## src/rtl/apb4_cmd_master_if.sv

```systemverilog
// Bundles the command, APB4 and response signals of the APB4 command requester.
// The master modport is the requester's view and the slave modport is the
// environment's view.
interface apb4_cmd_master_if #(
   parameter int ADDR_WIDTH = 3,
   parameter int DATA_WIDTH = 32
);
   localparam int STRB_WIDTH = DATA_WIDTH / 8;

   // Command channel
   logic                  cmd_valid;
   logic                  cmd_ready;
   logic                  cmd_write;
   logic [ADDR_WIDTH-1:0] cmd_addr;
   logic [DATA_WIDTH-1:0] cmd_wdata;
   logic [STRB_WIDTH-1:0] cmd_strb;

   // APB4 bus
   logic                  psel;
   logic                  penable;
   logic                  pwrite;
   logic [ADDR_WIDTH-1:0] paddr;
   logic [DATA_WIDTH-1:0] pwdata;
   logic [STRB_WIDTH-1:0] pstrb;
   logic [2:0]            pprot;
   logic [DATA_WIDTH-1:0] prdata;
   logic                  pready;
   logic                  pslverr;

   // Response channel
   logic                  rsp_valid;
   logic                  rsp_ready;
   logic [DATA_WIDTH-1:0] rsp_rdata;
   logic                  rsp_slverr;
   logic                  rsp_timeout;

   modport master (
      input  cmd_valid, cmd_write, cmd_addr, cmd_wdata, cmd_strb,
      input  prdata, pready, pslverr, rsp_ready,
      output cmd_ready, psel, penable, pwrite, paddr, pwdata, pstrb, pprot,
      output rsp_valid, rsp_rdata, rsp_slverr, rsp_timeout
   );

   modport slave (
      output cmd_valid, cmd_write, cmd_addr, cmd_wdata, cmd_strb,
      output prdata, pready, pslverr, rsp_ready,
      input  cmd_ready, psel, penable, pwrite, paddr, pwdata, pstrb, pprot,
      input  rsp_valid, rsp_rdata, rsp_slverr, rsp_timeout
   );
endinterface

```

## src/rtl/apb4_cmd_master.sv

```systemverilog
// APB4 requester: turns one valid/ready command into an APB4 SETUP/ACCESS
// transfer, waits for pready (bounded by an optional wait-state timeout) and
// returns the result on a valid/ready response channel. Only one transfer is
// ever outstanding.
module apb4_cmd_master #(
   parameter int ADDR_WIDTH     = 3,
   parameter int DATA_WIDTH     = 32,
   parameter int TIMEOUT_CYCLES = 16
) (
   input logic               pclk,
   input logic               presetn,
   apb4_cmd_master_if.master bus
);
   localparam int CNT_WIDTH = (TIMEOUT_CYCLES > 0) ? $clog2(TIMEOUT_CYCLES + 1) : 1;
   localparam logic [CNT_WIDTH-1:0] CNT_LIMIT = CNT_WIDTH'(TIMEOUT_CYCLES);
   localparam logic [CNT_WIDTH-1:0] CNT_MAX   = '1;
   localparam bit TIMEOUT_EN = (TIMEOUT_CYCLES != 0);

   typedef enum logic [1:0] {
      IDLE,
      SETUP,
      ACCESS,
      RESP
   } state_t;

   state_t               state;
   logic [CNT_WIDTH-1:0] wait_cnt;

   // Protection attributes are always normal, secure, data access.
   assign bus.pprot = 3'b000;

   // Transfer sequencer with every handshake and bus output registered alongside the state.
   always_ff @(posedge pclk) begin
      if (!presetn) begin
         state           <= IDLE;
         wait_cnt        <= '0;
         bus.cmd_ready   <= 1'b1;
         bus.psel        <= 1'b0;
         bus.penable     <= 1'b0;
         bus.pwrite      <= 1'b0;
         bus.paddr       <= '0;
         bus.pwdata      <= '0;
         bus.pstrb       <= '0;
         bus.rsp_valid   <= 1'b0;
         bus.rsp_rdata   <= '0;
         bus.rsp_slverr  <= 1'b0;
         bus.rsp_timeout <= 1'b0;
      end else begin
         case (state)
            IDLE: begin
               if (bus.cmd_valid) begin
                  bus.pwrite    <= bus.cmd_write;
                  bus.paddr     <= bus.cmd_addr;
                  bus.pwdata    <= bus.cmd_wdata;
                  bus.pstrb     <= bus.cmd_write ? bus.cmd_strb : '0;
                  bus.cmd_ready <= 1'b0;
                  bus.psel      <= 1'b1;
                  state         <= SETUP;
               end
            end
            SETUP: begin
               bus.penable <= 1'b1;
               wait_cnt    <= '0;
               state       <= ACCESS;
            end
            ACCESS: begin
               if (bus.pready) begin
                  bus.rsp_rdata   <= bus.pwrite ? '0 : bus.prdata;
                  bus.rsp_slverr  <= bus.pslverr;
                  bus.rsp_timeout <= 1'b0;
                  bus.psel        <= 1'b0;
                  bus.penable     <= 1'b0;
                  bus.rsp_valid   <= 1'b1;
                  state           <= RESP;
               end else if (TIMEOUT_EN && (wait_cnt == CNT_LIMIT)) begin
                  bus.rsp_rdata   <= '0;
                  bus.rsp_slverr  <= 1'b1;
                  bus.rsp_timeout <= 1'b1;
                  bus.psel        <= 1'b0;
                  bus.penable     <= 1'b0;
                  bus.rsp_valid   <= 1'b1;
                  state           <= RESP;
               end else if (wait_cnt != CNT_MAX) begin
                  wait_cnt <= wait_cnt + 1'b1;
               end
            end
            RESP: begin
               if (bus.rsp_ready) begin
                  bus.rsp_valid <= 1'b0;
                  bus.cmd_ready <= 1'b1;
                  state         <= IDLE;
               end
            end
            default: begin
               state         <= IDLE;
               bus.cmd_ready <= 1'b1;
               bus.psel      <= 1'b0;
               bus.penable   <= 1'b0;
               bus.rsp_valid <= 1'b0;
            end
         endcase
      end
   end
endmodule

```

## src/flat_wrapper.sv

```systemverilog
// flat-port wrapper written by rule: the top's interface ports become plain ports
module apb4_cmd_master_flat 
#(
   parameter int ADDR_WIDTH     = 3,
   parameter int DATA_WIDTH     = 32,
   parameter int TIMEOUT_CYCLES = 16
)
  (pclk, presetn, bus_cmd_valid, bus_cmd_write, bus_cmd_addr, bus_cmd_wdata, bus_cmd_strb, bus_prdata, bus_pready, bus_pslverr, bus_rsp_ready, bus_cmd_ready, bus_psel, bus_penable, bus_pwrite, bus_paddr, bus_pwdata, bus_pstrb, bus_pprot, bus_rsp_valid, bus_rsp_rdata, bus_rsp_slverr, bus_rsp_timeout);
  apb4_cmd_master_if #(.ADDR_WIDTH(ADDR_WIDTH), .DATA_WIDTH(DATA_WIDTH)) bus_i ();
  input logic pclk;
  input logic presetn;
  input wire logic [$bits(bus_i.cmd_valid)-1:0] bus_cmd_valid;
  input wire logic [$bits(bus_i.cmd_write)-1:0] bus_cmd_write;
  input wire logic [$bits(bus_i.cmd_addr)-1:0] bus_cmd_addr;
  input wire logic [$bits(bus_i.cmd_wdata)-1:0] bus_cmd_wdata;
  input wire logic [$bits(bus_i.cmd_strb)-1:0] bus_cmd_strb;
  input wire logic [$bits(bus_i.prdata)-1:0] bus_prdata;
  input wire logic [$bits(bus_i.pready)-1:0] bus_pready;
  input wire logic [$bits(bus_i.pslverr)-1:0] bus_pslverr;
  input wire logic [$bits(bus_i.rsp_ready)-1:0] bus_rsp_ready;
  output wire logic [$bits(bus_i.cmd_ready)-1:0] bus_cmd_ready;
  output wire logic [$bits(bus_i.psel)-1:0] bus_psel;
  output wire logic [$bits(bus_i.penable)-1:0] bus_penable;
  output wire logic [$bits(bus_i.pwrite)-1:0] bus_pwrite;
  output wire logic [$bits(bus_i.paddr)-1:0] bus_paddr;
  output wire logic [$bits(bus_i.pwdata)-1:0] bus_pwdata;
  output wire logic [$bits(bus_i.pstrb)-1:0] bus_pstrb;
  output wire logic [$bits(bus_i.pprot)-1:0] bus_pprot;
  output wire logic [$bits(bus_i.rsp_valid)-1:0] bus_rsp_valid;
  output wire logic [$bits(bus_i.rsp_rdata)-1:0] bus_rsp_rdata;
  output wire logic [$bits(bus_i.rsp_slverr)-1:0] bus_rsp_slverr;
  output wire logic [$bits(bus_i.rsp_timeout)-1:0] bus_rsp_timeout;
  assign bus_i.cmd_valid = bus_cmd_valid;
  assign bus_i.cmd_write = bus_cmd_write;
  assign bus_i.cmd_addr = bus_cmd_addr;
  assign bus_i.cmd_wdata = bus_cmd_wdata;
  assign bus_i.cmd_strb = bus_cmd_strb;
  assign bus_i.prdata = bus_prdata;
  assign bus_i.pready = bus_pready;
  assign bus_i.pslverr = bus_pslverr;
  assign bus_i.rsp_ready = bus_rsp_ready;
  assign bus_cmd_ready = bus_i.cmd_ready;
  assign bus_psel = bus_i.psel;
  assign bus_penable = bus_i.penable;
  assign bus_pwrite = bus_i.pwrite;
  assign bus_paddr = bus_i.paddr;
  assign bus_pwdata = bus_i.pwdata;
  assign bus_pstrb = bus_i.pstrb;
  assign bus_pprot = bus_i.pprot;
  assign bus_rsp_valid = bus_i.rsp_valid;
  assign bus_rsp_rdata = bus_i.rsp_rdata;
  assign bus_rsp_slverr = bus_i.rsp_slverr;
  assign bus_rsp_timeout = bus_i.rsp_timeout;
  apb4_cmd_master #(.ADDR_WIDTH(ADDR_WIDTH), .DATA_WIDTH(DATA_WIDTH), .TIMEOUT_CYCLES(TIMEOUT_CYCLES)) u_core (.pclk(pclk), .presetn(presetn), .bus(bus_i));
endmodule
```

## config.mk

```make
export PLATFORM = sky130hd
export DESIGN_NAME = apb4_cmd_master_flat
export DESIGN_NICKNAME = d
export VERILOG_FILES = /design/src/rtl/apb4_cmd_master_if.sv /design/src/rtl/apb4_cmd_master.sv /design/src/flat_wrapper.sv
export SDC_FILE = /design/constraint.sdc
export NUM_CORES = 1
export LEC_CHECK = 0
export BUFFER_PORTS_ARGS = -buffer_cell sky130_fd_sc_hd__buf_2
export CAP_MARGIN = 20
export CORE_MARGIN = 4
export CORE_UTILIZATION = 25
export DETAILED_ROUTE_END_ITERATION = 10
export GPL_TIMING_DRIVEN = 0
export PLACE_DENSITY = 0.47
export REMOVE_ABC_BUFFERS = 1
export SLEW_MARGIN = 25
export SYNTH_ARGS = -nofsm -noshare
export SYNTH_HDL_FRONTEND = slang
export SYNTH_SLANG_ARGS = --single-unit
```

## constraint.sdc

```tcl
create_clock -name pclk -period 2.05 [get_ports pclk]
set_clock_uncertainty 0.2 [all_clocks]
set_input_delay 0.5125 -clock pclk [delete_from_list [all_inputs] [get_ports pclk]]
set_output_delay 0.5125 -clock pclk [all_outputs]
set_load 0.02 [all_outputs]
```

== Yosys cells after proc, flatten, opt, wreduce, memory -nomap -nowiden ==
Cells that the tools add are included.
Cells by class
  $add $sub $neg: 1
  eq/ne operators: 11
  mux-type cells: 27
  reductions and logical operators: 14
Operators with widths (count)
  $mux 32: 3
  $mux 5: 3
  $reduce_and 3->1: 4
  $mux 1: 10
  $pmux 5 s2: 1
  $reduce_bool 2->1: 5
  $mux 2: 4
  $ne 2x2->1 const B: 4
  $pmux 1 s2: 4
  $pmux 2 s4: 1
  $reduce_and 2->1: 3
  $add 5x1->5 const B: 1
  $eq 5x5->1 const B: 1
  $ne 5x5->1 const B: 1
  $eq 2x2->1 const B: 2
  $mux 4: 1
  $reduce_and 4->1: 1
  $ne 3x2->1 const B: 1
  $eq 2x1->1 const B: 1
  $logic_not 2->1: 1
  $ne 2x1->1 const B: 1
Storage, ports and cells
  flip-flop bits (word level): 85
  bits of input ports: 78
  output and inout bits: 81
  logic and storage cells: 66

== Longest topological paths before layout ==
  depth after elaboration: 5
  mapped depth: 7
  mapped depth without buffers: 6

== Worst setup path after synthesis ==
No wires, ideal clock.
  path kind: register -> register
  start point: reg u_core.wait_cnt[0]
  end point: reg u_core.wait_cnt[2]
  setup time: 70 ps
  data arrival time: 1846 ps
  slack: -66 ps
  stages on the path, launching flop included: 8
  clock period less this slack: 2116 ps
  cell sequence: dfxtp_1 > ha_1 > and3_1 > ha_1 > or3b_1 > buf_2 > or4_1 > a21oi_1
Between the ends
  word-level cells in the longest chain between the ends: 5
  elaborated cells on any way between the ends: 10
Ends and longest elaborated chain
  start: declaration: line apb4_cmd_master.sv:27  | logic [CNT_WIDTH-1:0] wait_cnt;
  start signal: assignment: line apb4_cmd_master.sv:84  | wait_cnt <= wait_cnt + 1'b1;
  $add 5x1->5: line apb4_cmd_master.sv:84
  $mux 5: line apb4_cmd_master.sv:83  | end else if (wait_cnt != CNT_MAX) begin
  $mux 5: line apb4_cmd_master.sv:75  | end else if (TIMEOUT_EN && (wait_cnt == CNT_LIMIT)) begin
  $mux 5: line apb4_cmd_master.sv:67  | if (bus.pready) begin
  $pmux 5 s2: line apb4_cmd_master.sv:49  | case (state)
Several ways; a longest one is shown, not always the timed one. The select of a mux whose other input is x is not followed.
A chain may end at the register's enable or synchronous reset.

== Worst setup path in the final report ==
  start point: reg u_core.wait_cnt[1]
  end point: reg u_core.wait_cnt[2]
Same word-level chain as after synthesis.

==> run_results.csv <==
group,metric,value,unit
timing,finalSetupViolations,0,
routing,post_drt_wl_per_cell,13.35,um
placed_design,hpwl,6.854,mm
timing,finalCritPeriodShare,99.60,%
routing,via_per_inst,4.356,
status,outcome,"completed",
floorplan,rows,42,
worst_setup_path,critPathTopFamily,"simple AND/OR/NAND/NOR gates",
layout,post_route_cells_drive_above_1_share,34.61,%
placed_design,place_congestion,0.7438,
logic_synthesis,syn_inst,402,
power,p_int,3.519,mW
worst_setup_path,crit_arrival,2100,ps
layout,areaGrowthSynthToFinish,39.39,%
worst_setup_path,cp_slowest_cell,"or4_4",
clock_tree,root_buffer,"clkbuf_16",
power,clkPwrFrac,30.9,%
power,sw_frac_of_total,33.07,%
grt,busiest_layer,"met2",
logic_synthesis,synth-seq-cells,85,
power,p_sw,1.739,mW
timing,hold_ws,212.3,ps
routing,drt_iter0_drc,106,
grt,met2_usage,20.71,%
floorplan,coreArea,13300,um2
timing,slew_violations,0,
timing,relSlewSlack,45.66,%
grt,grt_pass1_wl,15.71,mm
timing,finalHoldViolations,0,
timing,finalSetupTns,0,ps
grt,gr-total-overflow,0,
clock_tree,cts_tree,"built",
power,static-leakage-power,2.310,nW
worst_setup_path,max_stage_delay,420,ps
timing,clock.fmax,0.4897,GHz
timing,worst_pin_slew,813.9,ps
grt,gr-usage-all-layers,12.38,%
grt,grt_max_degree,46,
floorplan,die_w,124.5,um
worst_setup_path,worstPathCellList,"ha_4 -> and3_4 -> ha_4 -> or3b_4 -> or4_4 -> a21oi_2",
timing,rsz0062_at_grt,"true",
logic_synthesis,yosysUniqueCellTypes,36,
routing,ant_nets,0,
layout,mostFrequentLayoutCell,"buf_2",
routing,firstDrtPassIters,4,
power,finalPower,5.258,mW
clock_tree,htreeDepth,3,
layout,final_cell_mix,"buf_2 (154), nand2_1 (144), dfxtp_1 (83), a21oi_1 (46), mux2i_1 (33)",
clock_tree,cts_buffers,9,
power,vdd_drop_max,0.0004782,V
clock_tree,cts.path.max_buffers,2,
power,powerDensity,1111,nW/um2
grt,antenna_found_initial,0,
worst_setup_path,cp-start-kind,"flip-flop",
clock_tree,clk-insertion-delay-late,330,ps
worst_setup_path,path_max_fanout,2,
power,pwr-share-seq,38.1,%
layout,nets,630,
hold_path,hold_class,"primary input to flip-flop",
worst_setup_path,critPathKind,"flip-flop to flip-flop",
grt,met3_usage,3.774,%
floorplan,num_io_pins,159,
floorplan,dieArea,15510,um2
worst_setup_path,cp_num_buf_inv,0,
routing,finalWirelength,9.680,mm
routing,vias,3158,
layout,diodes,0,
worst_setup_path,setup.worst_path.end_class,"flip-flop",
clock_tree,clock-sinks,85,
power,combinationalPowerShare,31.0,%
placed_design,io_buffers,155,
grt,first_global_vias,3166,
worst_setup_path,required,2110,ps
timing,period_minus_slack,2042,ps
logic_synthesis,syn_area,3396,um2
floorplan,start_util,25.54,%
logic_synthesis,syn_area_per_cell,8.447,um2
routing,drc,0,
flow_run,cap_violations,0,
logic_synthesis,yosysSeqAreaShare,50.11,%
clock_tree,clk_pin_slew,60,ps
worst_setup_path,cpMostUsedCell,"ha_4",
floorplan,die_y,124.5,um
logic_synthesis,yosys_warnings,0,
grt,grt_use_met1,14.29,%
-- worst min-delay path, stage by stage --
cell and delay (ps):
buf_2 90, nand2_1 40, a21oi_1 50
-- path summary, 6_finish.rpt --
check	from	endpoint	slack, ps	cells past startpoint
setup reg to reg	u_core.wait_cnt[1]$_SDFFE_PN0P_	u_core.wait_cnt[2]$_SDFFE_PN0P_	8	6
setup / recovery	u_core.wait_cnt[1]$_SDFFE_PN0P_	u_core.wait_cnt[2]$_SDFFE_PN0P_	8	6
hold / removal	bus_cmd_wdata[25]	u_core.bus.pwdata[25]$_SDFFE_PN0P_	210	3
hold reg to reg	u_core.bus.pstrb[2]$_SDFFE_PN0P_	u_core.bus.pstrb[2]$_SDFFE_PN0P_	250	2
-- metal layers --
layer | vias up | wire [um]
met1 | 1465 | 4107
li1 | 1601 | -
met3 | 14 | 564
met2 | 78 | 4764
met4 | 0 | 243
met5 | - | 0
-- flip-flops by register name (all words and copies together), names as in the netlist, 2 cells and up --
name and count:
u_core.bus.pwdata 32, u_core.bus.rsp_rdata 32, u_core.wait_cnt 5, u_core.bus.pstrb 4, u_core.bus.paddr 3, u_core.state 2
-- cell families after synthesis --
logic type	share of synthesized area, %
other	0.1104
flip-flops	50.11
multiplexers	9.727
AO/OA/AOI/OAI	10.91
adder cells (fa/ha/maj)	2.579
XOR/XNOR	0.2580
buffers and inverters	5.269
AND/OR/NAND/NOR	21.04
-- through the flow --
step                util [%]  worst slack, ps  std cells  area (um2)
floorplan                  -           -599.2        372        3251
global placement       31.94            -1113        703        4247
detailed placement     32.65           -435.4        706        4340
CTS                    35.23            5.873        723        4684
global route           35.60           -48.33        725        4733
finish                 35.60            8.101        725        4733
-- area by class of cell --
type	instances	area (um2)
flip-flops and latches	85	1707
clock inverters	1	30.03
fillers	1404	8562
repair buffers	162	903.4
inverters	7	26.28
clock buffers	14	264.0
well taps	176	220.2
multi-input cells	280	1583
-- cell usage after synthesis --
cell / count / share of area [%]
a21oi_1: 47 / 6.9
a221oi_1: 1 / 0.26
a32o_1: 1 / 0.29
and2_1: 2 / 0.37
and3_1: 1 / 0.18
and3b_2: 1 / 0.29
and4bb_2: 1 / 0.37
buf_2: 5 / 0.74
buf_4: 3 / 0.66
buf_6: 2 / 0.66
clkbuf_1: 22 / 2.4
conb_1: 1 / 0.11
dfxtp_1: 85 / 50
ha_1: 7 / 2.6
inv_1: 6 / 0.66
inv_2: 1 / 0.11
mux2i_1: 33 / 9.7
nand2_1: 145 / 16
nand2b_1: 4 / 0.74
nand3_1: 8 / 1.2
nand4_1: 2 / 0.37
nor2_1: 3 / 0.33
nor3_1: 1 / 0.15
nor3b_1: 1 / 0.22
o2111a_1: 1 / 0.33
o211a_1: 1 / 0.29
o211ai_1: 4 / 0.88
o21a_1: 1 / 0.22
o21ai_0: 4 / 0.59
o21ai_2: 1 / 0.26
o221a_2: 1 / 0.33
o311ai_0: 2 / 0.52
or3b_1: 1 / 0.26
or4_1: 1 / 0.22
or4bb_1: 1 / 0.33
xor2_1: 1 / 0.26
-- power by group through the flow --
stage | registers (mW) | clock network [mW] | logic [mW]
after floorplan | 2.29 | 0 | 0.705
after global placement | 2.03 | 0 | 1.48
after detailed placement | 2.04 | 0 | 1.62
after CTS | 2.01 | 1.70 | 1.66
after global routing | 2.04 | 1.75 | 1.81
final | 2.00 | 1.62 | 1.63
-- timing repair --
| item | 4_1_cts | 5_1_grt |
|---|---|---|
| setup buffers | 2 | 2 |
| gates resized for setup | 9 | 7 |
| pin swaps | 3 | 2 |
| endpoints found under the setup margin | 35 | 5 |
| hold buffers | 0 | 0 |
| endpoints found under the hold margin | 0 | 0 |
Power figures use the tool's default switching activity.
